$ cat src/rtl/rst_seq_watchdog.sv
// Reset sequencer and run monitor: async-assert/sync-release core reset plus
// a cycle-counting watchdog that latches pass, error (with source) or timeout.
module rst_seq_watchdog #(
  parameter int SYNC_STAGES = 2,
  parameter int RST_CYCLES  = 2,
  parameter int CNT_W       = 32,
  parameter int CYCLE_LIMIT = 100004,
  parameter int NUM_ERR     = 1,
  parameter int SRC_W       = 4
) (
  input  logic               clk,
  input  logic               rst,
  input  logic [NUM_ERR-1:0] err,
  input  logic               halt,
  output logic               core_rst,
  output logic               running,
  output logic [CNT_W-1:0]   cycle_count,
  output logic               done,
  output logic               pass,
  output logic               err_seen,
  output logic [SRC_W-1:0]   err_src,
  output logic               timeout
);

  // state   | meaning
  // SYNC    | release synchroniser filling with ones
  // HOLD    | core_rst held for RST_CYCLES more edges
  // RUN     | core running, counting cycles, watching err/halt/limit
  // PASS    | terminal: halted normally
  // ERROR   | terminal: an err input fired
  // TIMEOUT | terminal: CYCLE_LIMIT reached
  typedef enum logic [2:0] {
    S_SYNC, S_HOLD, S_RUN, S_PASS, S_ERROR, S_TIMEOUT
  } state_t;

  localparam int HOLD_W = (RST_CYCLES < 2) ? 1 : $clog2(RST_CYCLES + 1);

  state_t                 state_q, state_d;
  logic [SYNC_STAGES-1:0] sync_q, sync_d;
  logic [HOLD_W-1:0]      hold_q, hold_d;
  logic [CNT_W-1:0]       cnt_q, cnt_d, cnt_inc;
  logic [SRC_W-1:0]       src_q, src_d, low_idx;
  logic                   core_rst_q, core_rst_d;

  // Lowest-index set error bit wins; scan downwards so the last hit is the lowest.
  always_comb begin
    low_idx = '0;
    for (int i = NUM_ERR - 1; i >= 0; i--) begin
      if (err[i]) low_idx = SRC_W'(i);
    end
  end

  assign sync_d  = {sync_q[SYNC_STAGES-2:0], 1'b1};
  assign cnt_inc = (cnt_q == '1) ? cnt_q : cnt_q + 1'b1;

  always_comb begin
    state_d    = state_q;
    hold_d     = hold_q;
    cnt_d      = cnt_q;
    src_d      = src_q;
    core_rst_d = core_rst_q;
    unique case (state_q)
      S_SYNC: begin
        if (sync_d[SYNC_STAGES-1]) begin
          state_d = S_HOLD;
          hold_d  = '0;
        end
      end
      S_HOLD: begin
        if (hold_q == HOLD_W'(RST_CYCLES - 1)) begin
          state_d    = S_RUN;
          core_rst_d = 1'b0;
        end else begin
          hold_d = hold_q + 1'b1;
        end
      end
      S_RUN: begin
        cnt_d = cnt_inc;
        if (|err) begin
          state_d = S_ERROR;
          src_d   = low_idx;
        end else if (halt) begin
          state_d = S_PASS;
        end else if (cnt_q == CNT_W'(CYCLE_LIMIT - 1)) begin
          state_d = S_TIMEOUT;
        end
      end
      default: ;
    endcase
  end

  always_ff @(posedge clk or negedge rst) begin
    if (!rst) begin
      state_q    <= S_SYNC;
      sync_q     <= '0;
      hold_q     <= '0;
      cnt_q      <= '0;
      src_q      <= '0;
      core_rst_q <= 1'b1;
    end else begin
      state_q    <= state_d;
      sync_q     <= sync_d;
      hold_q     <= hold_d;
      cnt_q      <= cnt_d;
      src_q      <= src_d;
      core_rst_q <= core_rst_d;
    end
  end

  // Status decodes straight from the state register, so the three outcomes are exclusive.
  assign core_rst    = core_rst_q;
  assign running     = (state_q == S_RUN);
  assign pass        = (state_q == S_PASS);
  assign err_seen    = (state_q == S_ERROR);
  assign timeout     = (state_q == S_TIMEOUT);
  assign done        = pass | err_seen | timeout;
  assign err_src     = err_seen ? src_q : '0;
  assign cycle_count = cnt_q;

endmodule

$ cat config.mk
export PLATFORM = sky130hd
export DESIGN_NAME = rst_seq_watchdog
export DESIGN_NICKNAME = d
export VERILOG_FILES = /design/src/rtl/rst_seq_watchdog.sv
export SDC_FILE = /design/constraint.sdc
export NUM_CORES = 1
export LEC_CHECK = 0
export CORE_UTILIZATION = 47
export DETAILED_ROUTE_END_ITERATION = 7
export GPL_TIMING_DRIVEN = 0
export PLACE_DENSITY = 0.75
export REMOVE_ABC_BUFFERS = 1
export SETUP_SLACK_MARGIN = 0.2
export SYNTH_ARGS = -nofsm -noshare
export SYNTH_HDL_FRONTEND = slang
export SYNTH_SLANG_ARGS = --single-unit
export TNS_END_PERCENT = 20
$ cat constraint.sdc
create_clock -name clk -period 2.6 [get_ports clk]
set_input_delay 0.26 -clock clk [delete_from_list [all_inputs] [get_ports clk]]
set_output_delay 0.26 -clock clk [all_outputs]
set_load 0.01 [all_outputs]
==> impl_metrics.py <==
metrics = {
    "floorplan": {
        "dieArea_um2": 4760,
        "fp-row-count": 24,
        "start_util_pct": 48.8,
        "die-height_um": 69.0,
        "ios": 46,
        "core_area_um2": 4320,
        "dieWidth_um": 69.0,
    },
    "routing": {
        "avgViaCountPerCell": 5.74,
        "drc": 0,
        "wl_mm": 4.67,
        "wire_per_inst_um": 15.0,
        "ant_nets": 0,
        "drt_first_pass_iters": 4,
        "dr.first_iter.drc_count": 109,
        "vias": 1784,
    },
    "critical_path": {
        "worstPathCellList": "nor2b_2 > nand2b_4 > clkinv_2 > clkdlybuf4s50_1",
        "cp.required_ps": 2340,
        "cp.arrival_ps": 2100,
        "cp-start-kind": "flop",
        "cp_slowest_stage_delay_ps": 560,
        "crit_path_top_delay_cell": "clkdlybuf4s50_1",
        "crit_path_start": "state_q[1]",
        "crit_type": "reg -> out",
        "worst-path-buf-inv": 2,
        "end_kind": "output pin",
        "r2r_start": "cycle_count[2]",
        "worstPathMaxFanout": 22,
        "critPathTopFamily": "buffers and inverters",
    },
    "sta": {
        "worst_pin_slew_ps": 860,
        "fin_hold_ws_ps": 66.1,
        "rsz0062_at_grt": "true",
        "period_share_pct": 90.7,
        "max_freq_mhz": 424,
        "setup_tns_ps": 0,
        "fin_skew_ps": 4.89,
        "slew_violations": 0,
        "fin_crit_ps": 2360,
        "setup_viol": 0,
        "slew-limit-headroom_pct": 42.7,
        "hold_viol": 0,
    },
    "clocking": {
        "cts.sinks": 39,
        "clockBufferDepth": 2,
        "cts_root_buf": "clkbuf_8",
        "cts.htree.levels": 2,
        "cts-hold-fix-buffers": 0,
        "insertion_delay_ps": 300,
        "clk_pin_slew_worst_paths_ps": 80,
        "cts_buffers": 5,
        "cts_tree": "yes",
    },
    "layout": {
        "nNetsFinal": 264,
        "syn_to_final_growth_pct": 26.3,
        "diodes": 0,
        "drive_gt1_share_pct": 8.88,
    },
    "grt": {
        "grt_pass1_vias": 1655,
        "antenna_found_initial": 0,
        "grt_max_degree": 40,
        "grt.overflow.total": 0,
        "grt_usage_pct": 21.0,
        "grt_pass1_wl_mm": 8.11,
    },
    "power": {
        "p_per_area_nw_per_um2": 641,
        "swShare_pct": 32.9,
        "p_sw_w": 0.000563,
        "totalPowerFinal_w": 0.00171,
        "clock_power_share_pct": 26.8,
        "ir_drop_mv": 0.457,
        "power_frac_seq_pct": 47.2,
        "comb_power_share_pct": 26.1,
        "p_leak_nw": 1.21,
        "p_int_w": 0.00114,
    },
    "outcome": {
        "status": "complete, no violations",
    },
    "yosys": {
        "ys.warnings.count": 0,
        "synth_top_area_share_pct": 45.1,
        "synth_ff_type": "dfrtp_1",
        "syn_area_um2": 2110,
        "yosys_register_bits": 39,
        "yosysTopAreaCell": "dfrtp_1",
        "synth-seq-area-share_pct": 46.3,
        "synth_cell_types": 38,
        "yosys-top-cells-area": "dfrtp_1, xor2_1, nor4_1",
        "synth.most_common_cell": "dfrtp_1",
        "synthTopCellsByCount": "dfrtp_1, xor2_1, nor4_1",
        "synth_enable_flop_cells": 0,
        "synth_async_sr_flop_share_pct": 100,
        "synth_cells": 221,
        "syn_area_per_cell_um2": 9.55,
    },
    "min_path": {
        "hold_path_class": "in -> async",
    },
    "placed_design": {
        "hpwl_mm": 3.16,
        "routabilityCongestion": 0.799,
        "port_buffers": 41,
    },
    "flow_run": {
        "cap_violations": 0,
    },
}
[worst reg2reg max path, stage by stage (launching register included)]
cell and delay, ps:
dfrtp_2 450, nand4_1 170, or3_4 440, or3_4 440, or4_1 510, xnor2_1 140
[layer usage]
layer / vias to the layer above / track usage (%) / routed length [um] / share of wire (%)
met5: - / 0 / 0 / 0
met4: 0 / 6.58 / 58 / 1.2
met3: 5 / 4.97 / 254 / 5.4
met2: 46 / 32.0 / 2180 / 47
met1: 862 / 29.5 / 2180 / 47
li1: 871 / - / - / -
[registers in the layout, summed over array words and instances (netlist names)]
name         count
core_rst         1
cycle_count     32
hold_q           2
state_q          3
sync_q           1
[per-stage QoR]
stage	area, um2	util (%)	instances	worst slack, ps
global placement	2510	58.2	301	-1060
CTS	2660	61.4	311	248
finish	2670	61.6	311	241
detailed placement	2530	58.5	302	-170
global route	2670	61.6	311	148
floorplan	2040	-	208	-363
[what timing repair did]
action                                  CTS  global route
setup buffers                             1             0
endpoints found under the setup margin   32             6
gates resized for setup                   6             4
pin swaps                                 1             0
[final timing paths]
| check | slack (ps) | depth (start not counted) | to |
|---|---|---|---|
| min in group clk | 460 | 1 | core_rst |
| min | 70 | 1 | hold_q[0] |
| max reg2reg | 340 | 5 | cycle_count[31] |
| max in group asynchronous | 1930 | 1 | cycle_count[2] |
| min reg2reg | 460 | 1 | core_rst |
| max | 240 | 4 | running |
[final cells by class]
cell class                 instances  area (um2)
fill                             385        1660
multi-input combinational        162        1070
sequential                        39         981
timing repair buffer              43         424
clock buffer                       8         100
tap                               52        65.1
inverter                           7        27.5
[placed cells by master (no fill, tap or decap), types with 3 or more instances in the layout]
master	instances
a21oi_1	5
and3_1	3
and4_1	5
clkbuf_8	7
clkdlybuf4s50_1	40
conb_1	5
dfrtp_1	35
dfrtp_2	3
inv_1	5
nand2_1	12
nand3_1	14
nand4_1	14
nor2_1	10
nor3_1	15
nor4_1	16
o21ai_0	5
or4_1	4
xor2_1	28
[logic make-up (layout without fill, tap and decap cells)]
logic type,Yosys count,after routing,share of synthesized area [%]
mux,2,2,1.01
fa+ha+maj,2,2,1.19
flops,39,39,46.3
xor+xnor,30,30,12.4
buf+inv,23,58,5.16
simple gates,106,106,28.5
compound gates,17,17,5.04
other cells,2,5,0.356
[power by group through the flow]
stage / Sequential [W] / Clock (W) / Combinational, W
after floorplan: 0.000792 / 0 / 0.000247
after global routing: 0.000827 / 0.000484 / 0.000499
after global placement: 0.000808 / 0 / 0.000424
after detailed placement: 0.000809 / 0 / 0.000431
after CTS: 0.000802 / 0.000468 / 0.000445
final: 0.000806 / 0.000457 / 0.000445
Note: power is estimated with default switching activity, not from simulation.
